<file path="config.mk">
export PLATFORM = sky130hd
export DESIGN_NAME = video_timing_gen_flat
export DESIGN_NICKNAME = d
export VERILOG_FILES = /design/src/rtl/video_timing_gen_pkg.sv /design/src/rtl/video_timing_gen_if.sv /design/src/rtl/video_timing_gen_axis_counter.sv /design/src/rtl/video_timing_gen.sv /design/src/flat_wrapper.sv
export SDC_FILE = /design/constraint.sdc
export NUM_CORES = 1
export LEC_CHECK = 0
export CAP_MARGIN = 20
export CORE_UTILIZATION = 23
export CTS_BUF_LIST = sky130_fd_sc_hd__clkbuf_4 sky130_fd_sc_hd__clkbuf_8 sky130_fd_sc_hd__clkbuf_16
export DETAILED_ROUTE_END_ITERATION = 12
export SLEW_MARGIN = 15
export SYNTH_ARGS = -nofsm -noshare
export SYNTH_HDL_FRONTEND = slang
export SYNTH_HIERARCHICAL = 1
export SYNTH_SLANG_ARGS = --single-unit
</file>
<file path="constraint.sdc">
create_clock -name pixel_clk_in -period 2.8 [get_ports pixel_clk_in]
set_input_delay 0.42 -clock pixel_clk_in [delete_from_list [all_inputs] [get_ports pixel_clk_in]]
set_output_delay 0.42 -clock pixel_clk_in [all_outputs]
set_load 0.01 [all_outputs]
</file>
<file path="src/rtl/video_timing_gen_pkg.sv">
// Shared raster timing constants and counter widths for the video timing generator.
package video_timing_pkg;

  localparam int HCOUNT_W = 11;
  localparam int VCOUNT_W = 10;

  typedef struct packed {
    int h_active;
    int h_fp;
    int h_sync;
    int h_bp;
    int v_active;
    int v_fp;
    int v_sync;
    int v_bp;
  } timing_t;

  localparam timing_t TIMING_720P = '{
    h_active: 1280, h_fp: 110, h_sync: 40, h_bp: 220,
    v_active: 720,  v_fp: 5,   v_sync: 5,  v_bp: 20
  };

  localparam timing_t TIMING_480P = '{
    h_active: 640, h_fp: 16, h_sync: 96, h_bp: 48,
    v_active: 480, v_fp: 10, v_sync: 2,  v_bp: 33
  };

endpackage

</file>
<file path="src/rtl/video_timing_gen_if.sv">
// Raster outputs plus advance enable, grouped for the generator and its consumers.
interface video_timing_gen_if;
  import video_timing_pkg::*;

  logic                en_in;
  logic [HCOUNT_W-1:0] hcount_out;
  logic [VCOUNT_W-1:0] vcount_out;
  logic                hsync_out;
  logic                vsync_out;
  logic                ad_out;
  logic                nf_out;
  logic [5:0]          fc_out;

  modport master (
    input  en_in,
    output hcount_out, vcount_out, hsync_out, vsync_out, ad_out, nf_out, fc_out
  );

  modport slave (
    output en_in,
    input  hcount_out, vcount_out, hsync_out, vsync_out, ad_out, nf_out, fc_out
  );

endinterface

</file>
<file path="src/rtl/video_timing_gen_axis_counter.sv">
// One raster axis: wrapping position counter with sync/active flags decoded from the next count,
// so flags and count change on the same edge. Sync is raw active-high; polarity is applied above.
module sync_axis_counter #(
  parameter int ACTIVE = 1280,
  parameter int FP     = 110,
  parameter int SYNC   = 40,
  parameter int BP     = 220,
  parameter int W      = 11
) (
  input  logic         clk,
  input  logic         rst_n,
  input  logic         step_in,
  output logic [W-1:0] count_out,
  output logic         wrap_out,
  output logic         sync_out,
  output logic         active_out
);

  localparam int TOTAL = ACTIVE + FP + SYNC + BP;
  localparam logic [W-1:0] LAST       = W'(TOTAL - 1);
  localparam logic [W-1:0] ACT_END    = W'(ACTIVE);
  localparam logic [W-1:0] SYNC_START = W'(ACTIVE + FP);
  localparam logic [W-1:0] SYNC_END   = W'(ACTIVE + FP + SYNC);

  generate
    if (ACTIVE < 1 || FP < 1 || SYNC < 1 || BP < 1) begin : g_bad_param
      $error("sync_axis_counter: every active/porch/sync parameter must be >= 1");
    end
    if (TOTAL > (1 << W)) begin : g_bad_total
      $error("sync_axis_counter: axis total does not fit the count width");
    end
  endgenerate

  logic [W-1:0] count_nxt;

  assign wrap_out = (count_out == LAST);

  always_comb begin
    count_nxt = count_out;
    if (step_in) begin
      count_nxt = wrap_out ? '0 : count_out + W'(1);
    end
  end

  always_ff @(posedge clk or negedge rst_n) begin
    if (!rst_n) begin
      count_out  <= LAST;
      sync_out   <= 1'b0;
      active_out <= 1'b0;
    end else begin
      count_out  <= count_nxt;
      sync_out   <= (count_nxt >= SYNC_START) && (count_nxt < SYNC_END);
      active_out <= (count_nxt < ACT_END);
    end
  end

endmodule

</file>
<file path="src/rtl/video_timing_gen.sv">
// Raster timing generator: h/v counters, syncs with selectable polarity, active draw,
// one-cycle new-frame pulse and modulo-64 frame counter. en_in low freezes everything but nf.
module video_timing_gen
  import video_timing_pkg::*;
#(
  parameter int H_ACTIVE = TIMING_720P.h_active,
  parameter int H_FP     = TIMING_720P.h_fp,
  parameter int H_SYNC   = TIMING_720P.h_sync,
  parameter int H_BP     = TIMING_720P.h_bp,
  parameter int V_ACTIVE = TIMING_720P.v_active,
  parameter int V_FP     = TIMING_720P.v_fp,
  parameter int V_SYNC   = TIMING_720P.v_sync,
  parameter int V_BP     = TIMING_720P.v_bp,
  parameter bit SYNC_POL = 1'b1
) (
  input  logic                pixel_clk_in,
  input  logic                rst_n_in,
  video_timing_gen_if.master  vt
);

  localparam int H_TOTAL = H_ACTIVE + H_FP + H_SYNC + H_BP;
  localparam int V_TOTAL = V_ACTIVE + V_FP + V_SYNC + V_BP;
  localparam logic [HCOUNT_W-1:0] H_PRE_BLANK = HCOUNT_W'(H_ACTIVE - 1);
  localparam logic [VCOUNT_W-1:0] V_BLANK     = VCOUNT_W'(V_ACTIVE);

  generate
    if (H_TOTAL > 2048 || V_TOTAL > 1024) begin : g_bad_total
      $error("video_timing_gen: H_TOTAL must be <= 2048 and V_TOTAL <= 1024");
    end
  endgenerate

  logic h_wrap, v_wrap;
  logic h_sync_raw, v_sync_raw;
  logic h_act, v_act;
  logic frame_start;

  sync_axis_counter #(
    .ACTIVE(H_ACTIVE), .FP(H_FP), .SYNC(H_SYNC), .BP(H_BP), .W(HCOUNT_W)
  ) u_h_axis (
    .clk        (pixel_clk_in),
    .rst_n      (rst_n_in),
    .step_in    (vt.en_in),
    .count_out  (vt.hcount_out),
    .wrap_out   (h_wrap),
    .sync_out   (h_sync_raw),
    .active_out (h_act)
  );

  sync_axis_counter #(
    .ACTIVE(V_ACTIVE), .FP(V_FP), .SYNC(V_SYNC), .BP(V_BP), .W(VCOUNT_W)
  ) u_v_axis (
    .clk        (pixel_clk_in),
    .rst_n      (rst_n_in),
    .step_in    (vt.en_in && h_wrap),
    .count_out  (vt.vcount_out),
    .wrap_out   (v_wrap),
    .sync_out   (v_sync_raw),
    .active_out (v_act)
  );

  assign vt.hsync_out = SYNC_POL ? h_sync_raw : ~h_sync_raw;
  assign vt.vsync_out = SYNC_POL ? v_sync_raw : ~v_sync_raw;
  assign vt.ad_out    = h_act && v_act;

  // The edge that moves to (H_ACTIVE, V_ACTIVE) never wraps h, so v is already final here.
  assign frame_start = vt.en_in && (vt.hcount_out == H_PRE_BLANK) && (vt.vcount_out == V_BLANK);

  always_ff @(posedge pixel_clk_in or negedge rst_n_in) begin
    if (!rst_n_in) begin
      vt.nf_out <= 1'b0;
      vt.fc_out <= '0;
    end else begin
      vt.nf_out <= frame_start;
      if (frame_start) begin
        vt.fc_out <= vt.fc_out + 6'd1;
      end
    end
  end

  frame_wrap_to_origin: assert property (@(posedge pixel_clk_in) disable iff (!rst_n_in)
      (vt.en_in && h_wrap && v_wrap) |=> (vt.hcount_out == '0 && vt.vcount_out == '0));

endmodule

</file>
<file path="src/flat_wrapper.sv">
// flat-port wrapper written by rule: the top's interface ports become plain ports
module video_timing_gen_flat import video_timing_pkg::*;
#(
  parameter int H_ACTIVE = TIMING_720P.h_active,
  parameter int H_FP     = TIMING_720P.h_fp,
  parameter int H_SYNC   = TIMING_720P.h_sync,
  parameter int H_BP     = TIMING_720P.h_bp,
  parameter int V_ACTIVE = TIMING_720P.v_active,
  parameter int V_FP     = TIMING_720P.v_fp,
  parameter int V_SYNC   = TIMING_720P.v_sync,
  parameter int V_BP     = TIMING_720P.v_bp,
  parameter bit SYNC_POL = 1'b1
)
  (pixel_clk_in, rst_n_in, vt_en_in, vt_hcount_out, vt_vcount_out, vt_hsync_out, vt_vsync_out, vt_ad_out, vt_nf_out, vt_fc_out);
  video_timing_gen_if vt_i ();
  input  logic pixel_clk_in;
  input  logic rst_n_in;
  input wire logic [$bits(vt_i.en_in)-1:0] vt_en_in;
  output wire logic [$bits(vt_i.hcount_out)-1:0] vt_hcount_out;
  output wire logic [$bits(vt_i.vcount_out)-1:0] vt_vcount_out;
  output wire logic [$bits(vt_i.hsync_out)-1:0] vt_hsync_out;
  output wire logic [$bits(vt_i.vsync_out)-1:0] vt_vsync_out;
  output wire logic [$bits(vt_i.ad_out)-1:0] vt_ad_out;
  output wire logic [$bits(vt_i.nf_out)-1:0] vt_nf_out;
  output wire logic [$bits(vt_i.fc_out)-1:0] vt_fc_out;
  assign vt_i.en_in = vt_en_in;
  assign vt_hcount_out = vt_i.hcount_out;
  assign vt_vcount_out = vt_i.vcount_out;
  assign vt_hsync_out = vt_i.hsync_out;
  assign vt_vsync_out = vt_i.vsync_out;
  assign vt_ad_out = vt_i.ad_out;
  assign vt_nf_out = vt_i.nf_out;
  assign vt_fc_out = vt_i.fc_out;
  video_timing_gen #(.H_ACTIVE(H_ACTIVE), .H_FP(H_FP), .H_SYNC(H_SYNC), .H_BP(H_BP), .V_ACTIVE(V_ACTIVE), .V_FP(V_FP), .V_SYNC(V_SYNC), .V_BP(V_BP), .SYNC_POL(SYNC_POL)) u_core (.pixel_clk_in(pixel_clk_in), .rst_n_in(rst_n_in), .vt(vt_i));
endmodule
</file>
## Word-level counts from Yosys, hierarchy flattened

Index checks and enable logic that the tools add are counted.
Widths: inputs -> output; s select.

| storage, ports and cells | value |
|---|---|
| memory bits (writable) | 0 |
| bits in latches | 0 |
| register bits after elaboration | 32 |
| word-level logic and storage cells | 31 |
| memories kept | 0 |
| bits of input ports | 3 |
| bits in read-only memories | 0 |

| cells by class | value |
|---|---|
| bitwise operators | 0 |
| $lt $le $gt $ge | 6 |
| multiplexer cells | 4 |
| reductions and logical operators | 6 |
| eq/ne operators | 4 |
| shift-type cells | 0 |
| multiply operators | 0 |
| div/mod/pow operators | 0 |
| $add $sub $neg | 3 |

Operator list:

| kind | count |
|---|---|
| $eq 11x11->1 const B | 2 |
| $lt 11x11->1 const B | 2 |
| $mux 11 | 2 |
| $eq 10x10->1 const B | 2 |
| $lt 10x10->1 const B | 2 |
| $mux 10 | 2 |
| $add 11x1->11 const B | 1 |
| $ge 11x11->1 const B | 1 |
| $add 10x1->10 const B | 1 |
| $ge 10x10->1 const B | 1 |
| $add 6x1->6 const B | 1 |
| $logic_and 1x1->1 | 6 |

## Longest topological paths before layout

Gate-level depths: netlist of the first run.

| depth | value |
|---|---|
| depth after elaboration | 5 |
| mapped depth | 11 |

## Hierarchy

Netlist of the first run, hierarchy kept.

Modules (own cells, without submodules):

| module | cells an instance | area each (um2) | instances |
|---|---|---|---|
| sync_axis_counter at u_core.u_h_axis | 83 | 870.8 | 1 |
| sync_axis_counter at u_core.u_v_axis | 86 | 817.0 | 1 |
| video_timing_gen | 32 | 390.4 | 1 |

## Least setup slack after synthesis of the first run

Ideal clock, no wire load.

| path | value |
|---|---|
| path kind | reg-to-reg |
| start | reg u_core.u_h_axis.count_out[0] |
| end | reg u_core.u_v_axis.sync_out |
| period minus slack after synthesis | 2663 ps |
| path buffers | 1 |
| setup slack | 137 ps |
| arrival time | 2568 ps |
| stages on the path, launching flop included | 11 |
| path through | dfstp_2 -> ha_1 -> nand4b_1 -> or3_4 -> nor3_4 -> and2_1 -> buf_2 -> nor3_1 -> o31ai_1 -> o311ai_0 -> nor4bb_4 |

| on the way | value |
|---|---|
| longest elaborated chain between the ends | 5 |
| elaborated cells on any way between the ends | 6 |

RTL lines:

| what | line | RTL |
|---|---|---|
| start, declared | video_timing_gen_axis_counter.sv:13 | `output logic [W-1:0] count_out,` |
| start signal, assigned | video_timing_gen_axis_counter.sv:51 | `count_out <= count_nxt;` |
| $eq 11x11->1 * | video_timing_gen_axis_counter.sv:36 | `assign wrap_out = (count_out == LAST);` |
| named net u_core.h_wrap | video_timing_gen.sv:32 | `logic h_wrap, v_wrap;` |
| $logic_and 1x1->1 * | video_timing_gen.sv:54 | `.step_in (vt.en_in && h_wrap),` |
| $mux 10 * | video_timing_gen_axis_counter.sv:40 | `if (step_in) begin` |
| $ge 10x10->1 / $lt 10x10->1 (equally long branches) | video_timing_gen_axis_counter.sv:52 | `sync_out <= (count_nxt >= SYNC_START) && (count_nxt < SYNC_END);` |
| $logic_and 1x1->1 * | video_timing_gen_axis_counter.sv:52 |  |
| end signal, assigned | video_timing_gen_axis_counter.sv:52 |  |
| end, declared | video_timing_gen_axis_counter.sv:15 | `output logic sync_out,` |

The timed path passes the listed nets; every way through them passes the cells marked *.
A chain may end at the register's enable or synchronous reset.

## Worst setup path after layout of the first run

Same ends and word-level chain as after synthesis.

==> out/metrics.cfg, run 1 <==
[run_status]
status=finished, final reports clean

[synthesis]
synth-warning-count=6
ys.flop_type=dfrtp_1
syn-num-nets=209
netlist_area_sq_um=2080
yosys_register_bits=32
synth_enable_flop_cells=0
synth_top_area_cell=dfrtp_1
syn_avg_cell_area_sq_um=10.3
yosysMostFrequentCell=dfrtp_1
ys_types=57
ys_seq_area_share_pct=39.3
synth_area_leaders=dfrtp_1 23%, dfstp_2 16%, xnor2_1 5.1%
syn_inst=201
synth_top_area_share_pct=22.9
async_flop_share_pct=100
ys_top_cells_by_count=19 x dfrtp_1, 14 x nand2_1, 13 x dfstp_2

[layout]
fillers=873
layoutNonFillerInstCount=353
seqCellArea_sq_um=817
drive_above_1_share_pct=26.9
multi_input_area_sq_um=1160
final_nets=252
area_delta_synth_final_pct=28.6
num_antenna_cells=0

[sta]
tns_ns=0
whs_ns=0.470
worst_pin_slew_ns=0.432
fmax_mhz=386
slew_viol_final=0
period_share_pct=92.5
rsz0062_at_grt=false
slew_headroom_pct=70.8
setup_viol=0
timing.final.crit_period_ns=2.59
hold_viol=0
clock_skew_ns=0.0103

[clock_network]
cts_tree=built
cts.path.max_buffers=2
h-tree-depth=2
clk_pin_slew_worst_paths_ns=0.07
cts_hold_buf=0
insertion_delay_ns=0.29
root_buffer=clkbuf_8
cts-buffers-inserted=5
cts_setup_buffers=0
cts_resized=0
cts_sinks=32

[flow_run]
drv_cap=0

[worst_setup_path]
cp_top_family=simple AND/OR/NAND/NOR gates
path_class=reg -> reg
start_kind=flop
crit_chain=ha_1 > nand4b_1 > or3_4 > nor3_4 > and2_4 > nand3_2 > o41ai_2 > a31oi_1 > o21ai_2 > nor4bb_4
critPathBufInv=0
path_max_fanout=7
max_stage_delay_ns=0.53
crit_slowest_cell=dfstp_2
setup.worst_path.end_class=flop
cp.required_ns=3.00
cp.arrival_ns=2.79

[power]
leakagePower_nw=1.10
vdd_ir_drop_max_mv=0.186
cellPowerDensity_nw_per_um2=516

[grt]
grt_pass1_wl_microns=8000
antenna_found_initial=0
first_global_vias=1579
grt_max_degree=33
overflow=0
gr-usage-all-layers_pct=10.6

[route]
ant_nets=0
via_per_inst=4.71
drt_first_pass_iters=5
routed_wl_microns=4730
route.detailed.drc=0
vias=1662
drtIter0Drc=78
wire_per_inst_microns=13.4

[floorplan]
die_y_microns=97.1
fp.dieArea_sq_um=9420
core_sq_um=8720
row_count=34
die_x_microns=97.1
io_pins=34
initial_core_util_pct=23.8

[placed_design]
dp.cells=345
gp_congestion=0.795
dpl.hpwl_microns=3430
io_buffers=33

[min_path]
hp-class=reg -> reg

## placed cells by master, fill, tap and decap left out, drive strengths merged, types with 3 or more instances in the layout
cell type	Yosys	routed
a21oi	8	8
and3	4	4
buf	4	12
clkbuf	5	6
clkdlybuf4s50	0	33
dfrtp	19	19
dfstp	13	13
ha	5	5
inv	12	12
mux2	3	3
nand2	15	15
nand2b	4	4
nand3	12	12
nand4	7	7
nand4b	4	4
nor2	12	12
nor3	12	12
nor4	5	5
nor4bb	3	3
o21ai	9	9
o22ai	3	3
xnor2	12	12
xor2	5	5
## worst paths after layout
kind	endpoint	depth (start not counted)	slack, ns	start
max	u_core/u_v_axis/sync_out	10	0.21	u_core/u_h_axis/count_out[0]
min	u_core/vt.fc_out[5]	1	0.47	u_core/vt.fc_out[5]
max reg2reg	u_core/u_v_axis/sync_out	10	0.21	u_core/u_h_axis/count_out[0]
min reg2reg	u_core/vt.fc_out[5]	1	0.47	u_core/vt.fc_out[5]
max in group asynchronous	u_core/u_h_axis/count_out[0]	2	1.93	rst_n_in
min in group asynchronous	u_core/u_h_axis/count_out[7]	2	0.54	rst_n_in
## power by group
group,internal [mW],switching (mW)
Sequential,0.521,0.0306
Combinational,0.212,0.244
Clock,0.196,0.177
## metrics by stage
step / util [%] / cell area, sq um / power [mW] / setup slack [ns]
floorplan: - / 2080 / 0.832 / 0.137
global placement: 29.2 / 2550 / 1.01 / 0.120
detailed placement: 29.2 / 2550 / 1.01 / 0.0606
CTS: 30.3 / 2640 / 1.40 / 0.0257
global route: 30.6 / 2670 / 1.46 / 0.00863
finish: 30.6 / 2670 / 1.38 / 0.210
## worst register-to-register path: stages, from the launching register on
cell,delay (ns)
dfstp_2,0.53
ha_1,0.14
nand4b_1,0.10
or3_4,0.38
nor3_4,0.18
and2_4,0.21
nand3_2,0.15
o41ai_2,0.31
a31oi_1,0.09
o21ai_2,0.20
nor4bb_4,0.21
## cell families after synthesis
family / count (synthesis) / share of synthesized area [%]
adders and majority gates: 5 / 3.01
and+or+nand+nor: 89 / 31.2
buffers and inverters: 21 / 6.32
DFF: 32 / 39.3
xor gates and xnor gates: 17 / 7.16
muxes: 4 / 2.29
AOI/OAI and AO/OA: 33 / 10.7
## flip-flops by register name, indices dropped and copies added, names as in the netlist
register                    cells
u_core/u_h_axis/active_out      1
u_core/u_h_axis/count_out      11
u_core/u_h_axis/sync_out        1
u_core/u_v_axis/active_out      1
u_core/u_v_axis/count_out      10
u_core/u_v_axis/sync_out        1
u_core/vt.fc_out                6
u_core/vt.nf_out                1
## cell type report
cell class	count	area share, %
Multi-Input combinational cell	148	43.5
Sequential cell	32	30.6
Timing Repair Buffer	45	15.7
Tap cell	108	5.06
Clock buffer	6	3.09
Inverter	12	1.69
Clock inverter	2	0.375
## per-layer routing
layer | track usage, % | wire length, microns | up-vias
met5 | 0 | 0 | -
met4 | 4.48 | 80 | 0
met3 | 3.02 | 260 | 6
met2 | 15.5 | 2150 | 54
met1 | 14.7 | 2230 | 790
li1 | - | - | 812
No activity file was read; power rests on OpenSTA's default activity.
==> run 2: changes to the inputs <==
HOLD_SLACK_MARGIN = 0.1   (was unset)
==> results of run 2 <==
Same layout as run 1: the final DEF is identical, and so are final timing and power.
==> run 3: changes to the inputs <==
CORE_MARGIN = 5   (was unset)
==> run 3 against run 2 <==
Net effect: die area rose by 17%; largest cell class unchanged; clock-buffer cell count is 2 higher; sequential share of layout area is 0.20 points lower; critical endpoint unchanged.
==> out/metrics.cfg, run 3 (synthesis gave the netlist of run 1 again) <==
[run_status]
status=finished, final reports clean  ; unchanged

[placed_design]
io_buffers=33  ; unchanged
gp_congestion=0.810  ; was 0.795
dpl.hpwl_microns=3690  ; was 3430 microns

[clock_network]
h-tree-depth=2  ; unchanged
insertion_delay_ns=0.28  ; was 0.29 ns
cts_tree=built  ; unchanged
cts_setup_buffers=0  ; unchanged
root_buffer=clkbuf_8  ; unchanged
cts.path.max_buffers=2  ; unchanged
cts-buffers-inserted=5  ; unchanged
clk_pin_slew_worst_paths_ns=0.06  ; was 0.07 ns
cts_sinks=32  ; unchanged

[power]
swShare_pct=30.7  ; was 32.7%
comb_power_share_pct=32.8  ; was 33.0%
p_int_uw=952  ; was 929 uW
leakagePower_nw=1.11  ; was 1.10 nW
p_total_mw=1.37  ; was 1.38 mW
cellPowerDensity_nw_per_um2=511  ; was 516 nW/um^2
p_seq_share_pct=40.2  ; was 39.9%
clkPwrFrac_pct=27.0  ; about the same
switchingPower_uw=422  ; was 451 uW
vdd_ir_drop_max_mv=0.179  ; was 0.186 mV

[sta]
hold_viol=0  ; unchanged
timing.final.crit_period_ns=2.62  ; was 2.59 ns
worst_pin_slew_ns=0.435  ; was 0.432 ns
setup_viol=0  ; unchanged
period_share_pct=93.4  ; was 92.5%
tns_ns=0  ; unchanged
fmax_mhz=382  ; was 386 MHz
whs_ns=0.468  ; was 0.470 ns
slew_headroom_pct=70.5  ; was 70.8%
clock_skew_ns=0.00527  ; was 0.0103 ns
slew_viol_final=0  ; unchanged

[worst_setup_path]
cp.required_ns=2.98  ; was 3.00 ns
start_kind=flop  ; unchanged
setup.worst_path.end_class=flop  ; unchanged
ff2ff_path_depth=10  ; unchanged
crit_slowest_cell=dfstp_2  ; unchanged
crit_chain=ha_1 > nand4b_1 > or3_4 > nor3_4 > and2_4 > and4_4 > nand3_1 > xnor2_2 > nand2_1 > nor4bb_4  ; was ha_1 > nand4b_1 > or3_4 > nor3_4 > and2_4 > nand3_2 > o41ai_2 > a31oi_1 > o21ai_2 > nor4bb_4
cp.arrival_ns=2.79  ; about the same
path_max_fanout=8  ; was 7
path_class=reg -> reg  ; unchanged
max_stage_delay_ns=0.53  ; about the same

[floorplan]
die_y_microns=105  ; was 97.1 microns
fp.dieArea_sq_um=11000  ; was 9420 sq um
core_sq_um=8760  ; was 8720 sq um
row_count=34  ; unchanged
die_x_microns=105  ; was 97.1 microns
initial_core_util_pct=23.7  ; was 23.8%
io_pins=34  ; unchanged

[grt]
grt_pass1_wl_microns=8250  ; was 8000 microns
overflow=0  ; unchanged
gr-usage-all-layers_pct=9.12  ; was 10.6%
antenna_found_initial=0  ; unchanged
first_global_vias=1617  ; was 1579
grt_max_degree=33  ; unchanged

[layout]
num_antenna_cells=0  ; unchanged
final_nets=253  ; was 252
area_delta_synth_final_pct=29.4  ; was 28.6%
final_common_cell=clkdlybuf4s50_1  ; unchanged
final_cell_mix=33 x clkdlybuf4s50_1, 19 x dfrtp_1, 14 x nand2_1  ; unchanged
top_register=u_core/u_h_axis/count_out  ; unchanged
top_regs=u_core/u_h_axis/count_out (11), u_core/u_v_axis/count_out (10), u_core/vt.fc_out (6)  ; unchanged
drive_above_1_share_pct=27.6  ; was 26.9%
largest_register_ffs=11  ; unchanged

[route]
routed_wl_microns=4850  ; was 4730 microns
via_per_inst=4.68  ; was 4.71
wire_per_inst_microns=13.7  ; was 13.4 microns
drtIter0Drc=66  ; was 78
met3_length_microns=314  ; was 260 microns
drt_first_pass_iters=4  ; was 5
vias=1655  ; was 1662
m1WireLength_microns=2280  ; was 2230 microns
wl_met2_microns=2200  ; was 2150 microns
route.detailed.drc=0  ; unchanged
ant_nets=0  ; unchanged
route.top_layer_used=met4  ; unchanged

[min_path]
hp-class=reg -> reg  ; unchanged
holdPathStages=1  ; unchanged

[flow_run]
drv_cap=0  ; unchanged

## run 3: changes by cell type in the layout (fill, tap and decap cells not counted)
cell      previous run  this run
clkbuf_4             0         2
clkinv_2             2         0
buf_4               12        13
nor3_1               8         7
nor3_2               1         2
## run 3: area by class of cell
cell class	instances	area, sq um
Tap cell	108	135
Multi-Input combinational cell	148	1170
Clock buffer	8	97.6
Fill cell	922	6070
Sequential cell	32	817
Timing Repair Buffer	46	428
Inverter	12	45.0
## run 3: power groups by stage
stage | Clock (mW) | Sequential, mW | Combinational (mW)
after detailed placement | 0 | 0.561 | 0.457
after CTS | 0.388 | 0.553 | 0.459
after global routing | 0.407 | 0.557 | 0.502
after floorplan | 0 | 0.605 | 0.227
after global placement | 0 | 0.560 | 0.454
final | 0.371 | 0.552 | 0.451
## run 3: final timing paths
| check | from | endpoint | slack [ns] |
|---|---|---|---|
| setup / recovery | u_core/u_h_axis/count_out[0] | u_core/u_v_axis/sync_out | 0.18 |
| hold / removal | u_core/vt.fc_out[5] | u_core/vt.fc_out[5] | 0.47 |
| setup reg to reg | u_core/u_h_axis/count_out[0] | u_core/u_v_axis/sync_out | 0.18 |
| hold reg to reg | u_core/vt.fc_out[5] | u_core/vt.fc_out[5] | 0.47 |
| max in group asynchronous | rst_n_in | u_core/u_v_axis/count_out[6] | 1.93 |
| min in group asynchronous | rst_n_in | u_core/u_h_axis/sync_out | 0.53 |
## run 3: critical path: cells and delay by family (launching register included)
kind          cells  cell delay (ns)
xor+xnor          1             0.17
fa+ha+maj         1             0.14
flops             1             0.53
simple gates      8             1.67
## run 3: routing by layer
layer,up-vias,global-route usage [%]
met5,-,0
met4,0,3.01
met3,5,2.71
met2,43,14.0
met1,793,12.3
li1,814,-
## run 3: per-stage QoR
stage          utilization [%]  area, sq um  setup slack, ns  std cells
6_report                  30.7         2690            0.184        354
5_1_grt                   30.7         2690         -0.00103        354
4_1_cts                   30.3         2650           0.0242        354
3_5_place_dp              29.2         2550           0.0226        346
3_3_place_gp              29.2         2550           0.0557        346
2_1_floorplan                -         2080            0.137        201
## run 3: what timing repair did
| item | CTS | global route |
|---|---|---|
| setup endpoints to repair | 1 | 3 |
| hold buffers | 0 | 0 |
| pin swaps | 0 | 0 |
| gates resized for setup | 1 | 9 |
